## src/rtl/ann_layer_sequencer.sv

```systemverilog
// ann_layer_sequencer
//   Control sequencer for a layered neural-network datapath. For one inference
//   it requests the input image, then for every layer requests that layer's
//   coefficient bank, clears the accumulators, lets the datapath run until
//   layer_done, and latches the layer outputs before moving on. A wait
//   counter guards every load and every layer run against a stalled partner.
//
// Ports
//   clk          clock
//   n_rst        asynchronous active-low reset
//   start        begin inference (level, sampled in IDLE)
//   abort        synchronous cancel back to IDLE
//   data_loaded  requested image/coefficients are present
//   layer_done   datapath finished the current layer
//   request      one-cycle load request
//   sel          3'b111 = image, otherwise coefficient bank = layer index
//   max_input    input count of the current layer
//   coeff_ready  datapath may consume
//   reset_accum  clear accumulators
//   load_next    0 none, 4 image, k+1 latch outputs of layer k
//   layer_idx    current layer
//   busy         sequencer is not idle
//   done         one-cycle completion pulse
//   error        sticky timeout flag
module ann_layer_sequencer #(
  parameter int NUM_LAYERS = 3,
  parameter int IMAGE_SIZE = 64,
  parameter int SIZE_W     = 8,
  parameter logic [((NUM_LAYERS > 1) ? (NUM_LAYERS - 1) : 1)*SIZE_W-1:0] LAYER_SIZES = {8'd8, 8'd16},
  parameter int TIMEOUT    = 255
) (
  input  logic              clk,
  input  logic              n_rst,
  input  logic              start,
  input  logic              abort,
  input  logic              data_loaded,
  input  logic              layer_done,
  output logic              request,
  output logic [2:0]        sel,
  output logic [SIZE_W-1:0] max_input,
  output logic              coeff_ready,
  output logic              reset_accum,
  output logic [2:0]        load_next,
  output logic [2:0]        layer_idx,
  output logic              busy,
  output logic              done,
  output logic              error
);

  localparam logic [3:0] S_IDLE      = 4'd0;
  localparam logic [3:0] S_REQ_IMG   = 4'd1;
  localparam logic [3:0] S_WAIT_IMG  = 4'd2;
  localparam logic [3:0] S_LOAD_IMG  = 4'd3;
  localparam logic [3:0] S_REQ_COEF  = 4'd4;
  localparam logic [3:0] S_WAIT_COEF = 4'd5;
  localparam logic [3:0] S_PAUSE     = 4'd6;
  localparam logic [3:0] S_START     = 4'd7;
  localparam logic [3:0] S_RUN       = 4'd8;
  localparam logic [3:0] S_ADVANCE   = 4'd9;
  localparam logic [3:0] S_CHECK     = 4'd10;
  localparam logic [3:0] S_DONE      = 4'd11;
  localparam logic [3:0] S_FAULT     = 4'd12;

  localparam int              NUM_SLICES = (NUM_LAYERS > 1) ? (NUM_LAYERS - 1) : 1;
  localparam logic [2:0]      LAST_IDX   = 3'(NUM_LAYERS);
  localparam bit              TO_EN      = (TIMEOUT != 0);
  // The timeout fires on the last permitted wait cycle, so a wait state is
  // occupied for exactly TIMEOUT cycles before FAULT.
  localparam logic [SIZE_W-1:0] TO_LAST  = SIZE_W'((TIMEOUT > 0) ? (TIMEOUT - 1) : 0);

  logic [3:0]        state;
  logic [3:0]        state_next;
  logic [SIZE_W-1:0] wait_cnt;
  logic [2:0]        sel_q;
  logic              is_wait;
  logic              timed_out;
  logic              abort_hit;

  assign is_wait   = (state == S_WAIT_IMG) || (state == S_WAIT_COEF) || (state == S_RUN);
  assign timed_out = TO_EN && (wait_cnt == TO_LAST);
  assign abort_hit = abort && (state != S_IDLE);

  // NOTE: combinational blocks assign every output a default first so no
  // path through the case leaves a signal unassigned (which would infer a latch).
  always_comb begin
    state_next = state;
    case (state)
      S_IDLE:      if (start) state_next = S_REQ_IMG;
      S_REQ_IMG:   state_next = S_WAIT_IMG;
      // The awaited input is tested before the timeout so a coincident
      // arrival still counts as success.
      S_WAIT_IMG:  if (data_loaded) state_next = S_LOAD_IMG;
                   else if (timed_out) state_next = S_FAULT;
      S_LOAD_IMG:  state_next = S_REQ_COEF;
      S_REQ_COEF:  state_next = S_WAIT_COEF;
      S_WAIT_COEF: if (data_loaded) state_next = S_PAUSE;
                   else if (timed_out) state_next = S_FAULT;
      S_PAUSE:     state_next = S_START;
      S_START:     state_next = S_RUN;
      S_RUN:       if (layer_done) state_next = S_ADVANCE;
                   else if (timed_out) state_next = S_FAULT;
      S_ADVANCE:   state_next = S_CHECK;
      S_CHECK:     state_next = (layer_idx == LAST_IDX) ? S_DONE : S_REQ_COEF;
      S_DONE:      state_next = S_IDLE;
      S_FAULT:     if (!start) state_next = S_IDLE;
      default:     state_next = S_IDLE;
    endcase
    if (abort_hit) state_next = S_IDLE;
  end

  // NOTE: all sequential state uses non-blocking assignments so every
  // register samples the pre-edge values of its neighbours.
  always_ff @(posedge clk or negedge n_rst) begin
    if (!n_rst) begin
      state     <= S_IDLE;
      layer_idx <= 3'd0;
      wait_cnt  <= '0;
      sel_q     <= 3'b111;
      error     <= 1'b0;
    end else begin
      state <= state_next;
      sel_q <= sel;
      // Cleared on every state change, so each wait state starts from zero.
      wait_cnt <= (is_wait && (state_next == state)) ? wait_cnt + 1'b1 : '0;
      if (abort_hit || (state == S_DONE) || (state == S_FAULT)) begin
        layer_idx <= 3'd0;
      end else if (state == S_ADVANCE) begin
        layer_idx <= layer_idx + 3'd1;
      end
      if ((state_next == S_FAULT) && (state != S_FAULT)) begin
        error <= 1'b1;
      end else if ((state == S_IDLE) && start) begin
        error <= 1'b0;
      end
    end
  end

  always_comb begin
    request     = (state == S_REQ_IMG) || (state == S_REQ_COEF);
    reset_accum = (state == S_START);
    coeff_ready = (state == S_RUN) || (state == S_WAIT_IMG);
    done        = (state == S_DONE);
    busy        = (state != S_IDLE);
    sel         = sel_q;
    if (state == S_REQ_IMG) begin
      sel = 3'b111;
    end else if (state == S_REQ_COEF) begin
      sel = layer_idx;
    end
    load_next = 3'd0;
    if (state == S_LOAD_IMG) begin
      load_next = 3'd4;
    end else if (state == S_ADVANCE) begin
      load_next = layer_idx + 3'd1;
    end
  end

  // Layer k>0 consumes the outputs of layer k-1; past the last layer the
  // final slice is held so CHECK/DONE still show a meaningful size.
  always_comb begin
    max_input = SIZE_W'(IMAGE_SIZE);
    if ((NUM_LAYERS > 1) && (layer_idx != 3'd0)) begin
      for (int k = 0; k < NUM_SLICES; k++) begin
        if ((k == int'(layer_idx) - 1) ||
            ((k == NUM_SLICES - 1) && (int'(layer_idx) > NUM_SLICES))) begin
          max_input = LAYER_SIZES[k*SIZE_W +: SIZE_W];
        end
      end
    end
  end

endmodule

```

## config.mk

```make
export PLATFORM = sky130hd
export DESIGN_NAME = ann_layer_sequencer
export DESIGN_NICKNAME = d
export VERILOG_FILES = /design/src/rtl/ann_layer_sequencer.sv
export SDC_FILE = /design/constraint.sdc
export NUM_CORES = 1
export LEC_CHECK = 0
export ABC_AREA = 1
export BUFFER_PORTS_ARGS = -buffer_cell sky130_fd_sc_hd__clkbuf_2
export CORE_MARGIN = 1.5
export CORE_UTILIZATION = 55
export CTS_CLUSTER_DIAMETER = 30
export DETAILED_ROUTE_END_ITERATION = 10
export PLACE_DENSITY_LB_ADDON = 0.25
export SLEW_MARGIN = 20
export SYNTH_ARGS = -nofsm -noshare
export SYNTH_HDL_FRONTEND = slang
export SYNTH_SLANG_ARGS = --single-unit
```

## constraint.sdc

```tcl
create_clock -name clk -period 3.6 [get_ports clk]
set_clock_uncertainty 0.05 [all_clocks]
set_input_delay 0.36 -clock clk [delete_from_list [all_inputs] [get_ports clk]]
set_output_delay 0.36 -clock clk [all_outputs]
set_load 0.03 [all_outputs]
```

==> results of run 1 <==
-- per-stage QoR --
stage                     total power [mW]  area [um^2]  hold WS (ns)  util [%]  std cells
after floorplan                      0.639         1430        0.0144         -        204
after global placement               0.723         1530         0.275      62.5        250
after detailed placement             0.733         1530         0.275      62.5        250
after CTS                            0.840         1570         0.352      64.0        255
after global routing                 0.897         1570         0.396      64.0        255
final                                0.837         1570         0.357      64.0        255
-- sequential cells by signal, indices dropped and copies added, names as in the netlist --
name and cells:
wait_cnt 8, error 1, layer_idx 3, sel_q 3, state 4
-- synth_stat cells, types with 4 or more instances --
cell,instances,area [um^2]
buf_4,6,45.0
dfrtp_1,16,400
nor2_2,12,75.1
xor2_1,6,52.6
inv_2,4,15.0
nand3_1,27,135
ha_1,8,100
nor2_1,12,45.0
inv_1,24,90.1
nand2_1,58,218
o211ai_1,4,30.0
a21oi_1,4,20.0
-- layer usage --
metal  up-vias  global-route usage, %  share of wire, %
li1        670                      -                 -
met1       589                   27.4                43
met2        50                   40.0                49
met5         -                      0                 0
met4         0                   5.13              0.46
met3         2                   5.00               6.8
-- worst max-delay path, cell delays in order, from the launching register on --
cell      delay, ns
dfrtp_1        0.46
inv_1          0.16
ha_1           0.24
xor2_1         0.15
a31oi_1        0.20
nand2_1        0.07
nand3_1        0.09
inv_1          0.06
a21oi_1        0.11
clkbuf_2       0.21
-- cells in the final DEF (no fill, tap or decap) --
cell,count
nand3b_1,1
nand3_1,27
o211ai_1,4
or2_2,2
a21oi_1,4
xnor2_1,1
nand2_2,1
nor2_4,2
dfrtp_1,16
dlygate4sd3_1,1
inv_1,24
clkbuf_4,3
nand4_1,1
xor2_1,6
conb_1,5
nor4_1,1
clkbuf_2,23
dfstp_2,3
inv_2,4
clkinv_2,1
o21ai_0,2
a31oi_1,1
nor2_2,12
o21ai_1,1
nor2_1,12
nand2_1,58
ha_1,8
nand2_4,1
-- power breakdown --
group          switching (mW)  internal [mW]  leakage (nW)  total (mW)
clock                  0.0638         0.0414        0.0177       0.105
combinational           0.317          0.120         0.620       0.438
sequential             0.0424          0.252         0.252       0.294
-- cell families (layout without fill, tap and decap cells) --
| family | count (synthesis) | after routing | synth area share (%) |
|---|---|---|---|
| buf+inv | 35 | 56 | 11.0 |
| flops | 19 | 19 | 33.8 |
| fa+ha+maj | 8 | 8 | 7.07 |
| other cells | 1 | 5 | 0.265 |
| simple gates | 118 | 118 | 38.5 |
| xor+xnor | 7 | 7 | 4.33 |
| compound gates | 12 | 12 | 5.04 |
-- how the worst max path moves through the flow --
stage	from	cells past startpoint	end	slack, ns
global placement	layer_idx[0]	9	max_input[3]	1.63
global route	layer_idx[0]	9	max_input[3]	0.95
CTS	layer_idx[0]	9	max_input[3]	1.12
finish	layer_idx[0]	9	max_input[3]	1.14
detailed placement	layer_idx[0]	9	max_input[3]	1.48
floorplan	layer_idx[0]	7	max_input[6]	1.22
-- final cells by class --
cell class | count | area [um^2]
multi-input cells | 150 | 797
well taps | 30 | 37.5
fillers | 216 | 883
clock inverters | 1 | 5.00
clock buffers | 3 | 22.5
repair buffers | 24 | 125
inverters | 28 | 105
flip-flops and latches | 19 | 479
-- repair_timing --
item | in CTS | in global routing
hold buffers | 1 | 0
endpoints found under the hold margin | 16 | 0
setup buffers | 0 | 0
endpoints found under the setup margin | 0 | 0
==> metrics.csv, run 1 <==
metric,value,unit
Final Net Count,240,
R2R setup slack,1.59,ns
DRC viols,0,
gr ovfl total,0,
Overall Global Routing Usage,22.5,%
Sum Neg Setup Slack,0,ns
Initial DRC Count,30,
Syn Inst Count,200,
clk root buf,clkbuf_4,
Worst Path Arrival,2.05,ns
post-synth cell types,26,
Mapped Avg Cell Area,7.08,um^2
clock-pin transition on the worst setup and hold timing paths,0.11,ns
die width,53.7,um
WS Path Type,flop to output port,
Post-synth ARST share,100,%
Hold Crit Start,start,
Post-Route WL,3030,um
Worst Setup Start Kind,flop,
Static Leak,0.890,nW
final setup fails,0,
"Seq/Total Area, Yosys",33.8,%
vias in the first global route,1146,
hold endpoint,error,
fin. max-slew vios,0,
dpl ws,1.48,ns
initial antenna violation count,0,
maxcap violations,0,
number of cells on the worst reg-to-reg path,9,
area growth from synthesis to layout,11.0,%
Die ar.,2890,um^2
worst r2r dst,wait_cnt[5],
CP max FO,6,
Post-synth top flop,dfrtp_1,
Worst setup EP type,output port,
clk_lat worst skew,0.30,ns
CORE AREA,2450,um^2
Sink Count,19,
FP Rows,18,
Max Freq,0.407,GHz
DP Wirelength,2420,um
WL/cell,11.9,um
status,finished clean,
origin of the critical flop-to-flop path,state[2],
Die Y,53.7,um
total CTS buffers,3,
Post-synth EDFFs,0,
gpl congestion,0.893,
CP required,3.19,ns
endpoints failing hold,0,
# H-tree levels,1,
peak supply drop,0.000587,V
Synth Register Bits,19,
setup slack after layout,1.14,ns
DR vias,1311,
Post-Syn Area,1420,um^2
CTS resizes,0,
first-pass GRT wire length,4710,um
RSZ-0062 raised after global routing,no,
layout cells sized above 1,23.1,%
drt first pass iters,5,
Clock Tree Buf Depth,2,
CTS tree,done,
Starting Density,57.7,%
Final min period,2.46,ns
Final Cycle Share,68.3,%
pwr dens,533,nW/um^2
yosys warns,0,
Final ANT Viol Nets,0,
number of I/O pins,29,
input/output buffers,23,
worst hold stages,4,
ant diodes,0,
largest net degree at the start of global routing,20,
vias per cell,5.14,
Min-Delay Path Class,input pin to flop,
(Power assumes the default switching activity.)
==> run 2: changes to the inputs <==
- ABC_AREA: 1 -> 0
- CORE_UTILIZATION: 55 -> 51
- clock period: 3.6 -> 2.2 ns (I/O delays scaled with it)
==> run 2 against run 1 <==
Against the previous run: setup slack worse by 1.1 ns; hold slack worse by 0.13 ns; clock-buffer cell count unchanged; combinational power rose to 2.8 times the previous value; final cell count up 16%; die area up 25%; routed wire length up 40%; non-clock buffer count up 37; highest routed layer unchanged; largest cell class unchanged; register-to-register slack worse by 1.5 ns; sequential power up 60%; clock power up 69%; synthesized cell count down 1.5%.
==> metrics.csv, run 2 <==
metric,value,unit,change
filler instances,261,,was 216
peak supply drop,0.000755,V,was 0.000587 V
Worst Path Arrival,1.88,ns,was 2.05 ns
Final Net Count,266,,was 240
DR vias,1641,,"was 1,311"
largest net degree at the start of global routing,24,,was 20
vias in the first global route,1612,,"was 1,146"
WP depth,6,,was 9
origin of the critical flop-to-flop path,layer_idx[0],,was state[2]
DRC viols,0,,unchanged
status,finished clean,,unchanged
Die Y,60.2,um,was 53.7 um
setup slack after layout,0.0509,ns,was 1.14 ns
Finished Core Util,70.8,%,was 64.0%
endpoints failing hold,0,,unchanged
area share of the largest cell type after synthesis,24.0,%,was 28.3%
clock-pin transition on the worst setup and hold timing paths,0.11,ns,about the same
CP max-delay cell,or4_1,,was dfrtp_1
Placed Cells,281,,was 250
clk_lat worst skew,0.29,ns,was 0.30 ns
"Seq/Total Area, Yosys",28.7,%,was 33.8%
DP Wirelength,3270,um,was 2420 um
Post-synth ARST share,100,%,unchanged
largest stage delay on the critical path,0.46,ns,about the same
gr ovfl total,0,,unchanged
Overall Power,1.87,mW,was 0.837 mW
initial antenna violation count,0,,unchanged
RSZ-0062 raised after global routing,yes,,was no
vias per cell,5.56,,was 5.14
Starting Density,54.2,%,was 57.7%
total CTS buffers,3,,unchanged
Post-Layout Cell Count,295,,was 255
WS Path Type,flop to output port,,unchanged
gpl congestion,0.857,,was 0.893
die width,60.2,um,was 53.7 um
Overall Global Routing Usage,25.9,%,was 22.5%
Final ANT Viol Nets,0,,unchanged
post-synth cell types,60,,was 26
first-pass GRT wire length,7130,um,was 4710 um
max FFs per register,8,,unchanged
Post-synth EDFFs,0,,unchanged
Worst Setup Start Kind,flop,,unchanged
Biggest register,wait_cnt,,unchanged
Post-Route WL,4240,um,was 3030 um
Synth Register Bits,19,,unchanged
ant diodes,0,,unchanged
dpl ws,-0.0376,ns,was 1.48 ns
CP max FO,5,,was 6
Commonest cells post-synth,"25 x nor2_1, 16 x dfrtp_1, 12 x a21oi_1, 10 x nand2_1, 9 x nor3_1",,"was 58 x nand2_1, 27 x nand3_1, 24 x inv_1, 16 x dfrtp_1"
final setup fails,0,,unchanged
"commonest cells after routing, fill and taps aside","34 x buf_4, 24 x nor2_1, 18 x clkbuf_2",,"was 58 x nand2_1, 27 x nand3_1, 24 x inv_1"
CTS tree,done,,unchanged
hold slack,0.225,ns,was 0.357 ns
"commonest non-fill, non-tap cell in the layout",buf_4,,was nand2_1
Clock Tree Buf Depth,2,,unchanged
pwr dens,860,nW/um^2,was 533 nW/um^2
worst r2r dst,wait_cnt[7],,was wait_cnt[5]
layout cells sized above 1,37.8,%,was 23.1%
Post-synth top flop,dfrtp_1,,unchanged
CORE AREA,3080,um^2,was 2450 um^2
input/output buffers,23,,unchanged
R2R setup slack,0.09,ns,was 1.59 ns
drt first pass iters,4,,was 5
number of I/O pins,29,,unchanged
Post-Syn Area,1670,um^2,was 1420 um^2
clk root buf,clkbuf_4,,unchanged
Crit. Startpoint,layer_idx[0],,unchanged
Sink Count,19,,unchanged
Mapped Avg Cell Area,8.47,um^2,was 7.08 um^2
yosys warns,0,,unchanged
Worst setup EP type,output port,,unchanged
Min-Delay Path Class,input pin to flop,,unchanged
# H-tree levels,1,,unchanged
critical path cell sequence,buf_6 > clkinvlp_4 > ha_4 > or4_1 > nor2_1 > buf_4,,was inv_1 > ha_1 > xor2_1 > a31oi_1 > nand2_1 > nand3_1 > inv_1 > a21oi_1 > clkbuf_2
Die ar.,3620,um^2,was 2890 um^2
"top cells by area, synth","dfrtp_1 24%, ha_1 6.0%, nor2_1 5.6%",,"was dfrtp_1 28%, nand2_1 15%, nand3_1 9.5%"
Final min period,2.15,ns,
Syn Inst Count,197,,was 200
fin. max-slew vios,0,,unchanged
CP top delay family,simple AND/OR/NAND/NOR gates,,was flip-flops
WL/cell,14.4,um,was 11.9 um
number of cells on the worst reg-to-reg path,9,,unchanged
most frequent cell after synthesis,nor2_1,,was nand2_1
maxcap violations,0,,unchanged
Max Freq,0.465,GHz,
Synth area leader,dfrtp_1,,unchanged
CP bufs+invs,3,,unchanged
area growth from synthesis to layout,30.6,%,was 11.0%
Final Cycle Share,97.7,%,
worst setup path end,max_input[4],,was max_input[3]
Initial DRC Count,131,,was 30
FP Rows,20,,was 18
Static Leak,0.933,nW,was 0.890 nW
biggest regs,"wait_cnt: 8 flops, state: 4 flops",,unchanged
CP required,1.93,ns,was 3.19 ns
## run 2: changes by cell type in the layout (fill, tap and decap cells not counted), sizes merged, moves of 6 or more
cell,previous run,this run
nand2,60,10
buf,0,42
inv,28,6
nand3,27,7
nor3,0,10
a21oi,4,12
o21ai,3,10
nor3b,0,6
xnor2,1,7
## run 2: worst min path at each step
| stage | start | to | slack (ns) | cells after the start |
|---|---|---|---|---|
| after floorplan | n_rst | error | -0.13 | 0 |
| after global placement | n_rst | error | 0.13 | 1 |
| after detailed placement | n_rst | error | 0.16 | 1 |
| after CTS | start | error | 0.21 | 3 |
| after global routing | start | error | 0.23 | 3 |
| final | start | error | 0.23 | 3 |
## run 2: worst register-to-register path, delay by kind of cell (launching register included)
kind	cells	cell delay, ns
adders and majority gates	2	0.37
buffers and inverters	1	0.17
and+or+nand+nor	2	0.23
DFF	1	0.43
AOI/OAI and AO/OA	4	0.77
## run 2: kinds of logic after synthesis
| group | count (synthesis) | synth area share (%) |
|---|---|---|
| AO/OA/AOI/OAI | 49 | 22.4 |
| XOR/XNOR | 8 | 4.20 |
| adder cells (fa/ha/maj) | 9 | 6.60 |
| buffers and inverters | 23 | 7.88 |
| flip-flops | 19 | 28.7 |
| multiplexers | 2 | 1.20 |
| other | 1 | 0.225 |
| AND/OR/NAND/NOR | 86 | 28.8 |
## run 2: stage by stage
step                      cell area, um^2  TNS, ns
after floorplan                      1690        0
after global placement               1990        0
after detailed placement             1990   -0.241
after CTS                            2040  -0.0624
after global routing                 2180  -0.0249
final                                2180        0
## run 2: timing repair
action                                 CTS  global route
endpoints found under the hold margin   16             0
setup endpoints to repair               12            16
pin swaps                                0             5
buffers inserted                         0             9
hold buffers                             1             0
resized for setup                        4            21
## run 2: where the power goes
group          internal (mW)  switching, mW  total, mW
clock network         0.0676          0.109      0.177
logic                  0.530          0.698       1.23
registers              0.412         0.0568      0.469
total                   1.01          0.864       1.87
## run 2: layout make-up
class | count | area, um^2 | area share (%)
Clock buffer | 3 | 22.5 | 1.03
Clock inverter | 1 | 5.00 | 0.230
Inverter | 8 | 33.8 | 1.55
Multi-Input combinational cell | 159 | 1140 | 52.3
Sequential cell | 19 | 485 | 22.3
Tap cell | 44 | 55.1 | 2.53
Timing Repair Buffer | 61 | 438 | 20.1
## run 2: per-layer routing
layer | track usage (%) | up-vias | share of wire [%]
met2 | 43.8 | 45 | 51
met5 | 0 | - | 0
li1 | - | 810 | -
met4 | 8.57 | 0 | 1.5
met1 | 34.8 | 778 | 45
met3 | 1.73 | 8 | 2.9
==> run 3: changes to the inputs <==
- BUFFER_PORTS_ARGS: -buffer_cell sky130_fd_sc_hd__clkbuf_2 -> -buffer_cell sky130_fd_sc_hd__buf_2
- CTS_CLUSTER_DIAMETER: 30 -> 40
- RECOVER_POWER: default -> 25
==> run 3 against run 2 <==
Against the previous run: clock power fell by 3%; core utilization rose by 0.33 points; total power rose by 4.0%; flip-flop and latch count did not move; sequential share of layout area barely moved; design area rose by 0.46%; register-to-register slack barely moved; setup slack got worse by 0.046 ns; global-route usage rose by 0.75 points; final cell count rose by 0.34%; clock-buffer cell count rose by 1; largest power group unchanged.
==> metrics.csv, run 3 (same netlist as run 2, synthesis figures left out) <==
metric,value,unit,change
status,finished clean,,unchanged
layout cells sized above 1,39.7,%,was 37.8%
Post-Route WL,4670,um,was 4240 um
Biggest register,wait_cnt,,unchanged
largest net degree at the start of global routing,20,,was 24
"most used cell, CP",buf_4,,
peak supply drop,0.000443,V,was 0.000755 V
DRC viols,0,,unchanged
Starting Density,54.2,%,unchanged
"commonest non-fill, non-tap cell in the layout",buf_4,,unchanged
# H-tree levels,1,,unchanged
Overall Global Routing Usage,26.6,%,was 25.9%
Worst-Margin Slew,1.04,ns,
CP max FO,9,,was 5
"commonest cells after routing, fill and taps aside","40 x buf_4, 24 x nor2_1, 17 x buf_2",,"was 34 x buf_4, 24 x nor2_1, 18 x clkbuf_2"
hold slack,0.235,ns,was 0.225 ns
clock-pin transition on the worst setup and hold timing paths,0.10,ns,was 0.11 ns
gr ovfl total,0,,unchanged
WL/cell,15.8,um,was 14.4 um
ant diodes,0,,unchanged
FP Rows,20,,unchanged
endpoints failing hold,0,,unchanged
Worst Path Arrival,1.92,ns,was 1.88 ns
WS Path Type,flop to output port,,unchanged
Worst setup EP type,output port,,unchanged
Die ar.,3620,um^2,unchanged
initial antenna violation count,0,,unchanged
die width,60.2,um,unchanged
CTS tree,done,,unchanged
area growth from synthesis to layout,31.2,%,was 30.6%
Static Leak,0.943,nW,was 0.933 nW
number of I/O pins,29,,unchanged
CORE AREA,3080,um^2,unchanged
input/output buffers,23,,unchanged
critical path cell sequence,buf_4 > buf_4 > or3_1 > o22ai_2 > a21oi_2 > buf_4,,was buf_6 > clkinvlp_4 > ha_4 > or4_1 > nor2_1 > buf_4
Clock Tree Buf Depth,2,,unchanged
DR vias,1681,,"was 1,641"
CP required,1.93,ns,about the same
maxcap violations,0,,unchanged
fin. max-slew vios,0,,unchanged
Worst Setup Start Kind,flop,,unchanged
biggest regs,"wait_cnt: 8 flops, state: 4 flops",,unchanged
largest stage delay on the critical path,0.46,ns,about the same
clk_lat worst skew,0.29,ns,about the same
Sink Count,19,,unchanged
Max Freq,0.456,GHz,was 0.465 GHz
Final min period,2.19,ns,was 2.15 ns
max_slew headroom,30.9,%,
first-pass GRT wire length,7100,um,was 7130 um
total CTS buffers,3,,unchanged
Final Net Count,267,,was 266
Final Cycle Share,99.8,%,was 97.7%
pwr dens,890,nW/um^2,was 860 nW/um^2
Die Y,60.2,um,unchanged
CP max-delay cell,dfrtp_2,,was or4_1
Min-Delay Path Class,input pin to flop,,unchanged
final setup fails,0,,unchanged
clk root buf,clkbuf_4,,unchanged
vias in the first global route,1520,,"was 1,612"
DP Wirelength,3460,um,was 3270 um
Final ANT Viol Nets,0,,unchanged
Initial DRC Count,115,,was 131
drt first pass iters,5,,was 4
RSZ-0062 raised after global routing,yes,,unchanged
gpl congestion,0.915,,was 0.857
vias per cell,5.68,,was 5.56
Sum Neg Setup Slack,0,ns,unchanged
max FFs per register,8,,unchanged
-- run 3: changes by cell type in the layout (fill, tap and decap cells not counted), moves of 3 or more --
cell	before	now
a21oi_1	12	9
buf_2	4	17
clkbuf_2	18	0
a21oi_2	0	3
buf_4	34	40
-- run 3: area by class of cell --
class                      count  area, um^2
multi-input combinational    159        1160
fill                         268         890
sequential                    19         487
timing repair buffer          62         433
tap                           44        55.1
inverter                       8        30.0
clock buffer                   4        26.3
-- run 3: stage by stage --
step / instances / total power [mW] / utilization (%) / cell area (um^2) / worst slack [ns]
global route: 296 / 2.06 / 71.1 / 2190 / -0.0552
detailed placement: 281 / 1.55 / 63.9 / 1970 / 0.0196
finish: 296 / 1.95 / 71.1 / 2190 / 0.00519
CTS: 286 / 1.73 / 65.6 / 2020 / 0.0117
global placement: 281 / 1.51 / 63.9 / 1970 / 0.0675
floorplan: 201 / 1.22 / - / 1690 / 0.000631
-- run 3: per-layer routing --
metal	up-vias	part of all wire [%]	track usage [%]
li1	814	-	-
met1	817	43	35.2
met2	42	53	44.6
met3	8	2.5	1.73
met4	0	1.8	11.4
met5	-	0	0
-- run 3: where the power goes --
group	total, mW	switching, mW	internal (mW)
logic	1.31	0.752	0.556
registers	0.468	0.0546	0.414
clock network	0.171	0.100	0.0705
total	1.95	0.907	1.04
-- run 3: what timing repair did --
| action | in CTS | in global routing |
|---|---|---|
| endpoints found under the hold margin | 16 | 0 |
| gates resized for setup | 6 | 30 |
| setup endpoints to repair | 5 | 15 |
| hold buffers | 1 | 0 |
| buffers inserted | 0 | 10 |
| pin swaps | 1 | 6 |
-- run 3: worst paths after layout --
kind                         startpoint      endpoint  slack [ns]  cells after the start
min in group asynchronous         n_rst   wait_cnt[1]        0.57                      2
max reg2reg                layer_idx[0]   wait_cnt[5]        0.08                      9
max in group asynchronous         n_rst  layer_idx[0]        0.84                      2
min reg2reg                       error         error        0.48                      1
max                            state[0]        sel[1]       0.005                      6
min                               start         error        0.23                      3
-- run 3: critical path, delay by kind of cell, from the launching register on --
| family | cells | cell delay, ns |
|---|---|---|
| AOI/OAI and AO/OA | 2 | 0.28 |
| buffers and inverters | 3 | 0.49 |
| and+or+nand+nor | 1 | 0.40 |
| DFF | 1 | 0.46 |
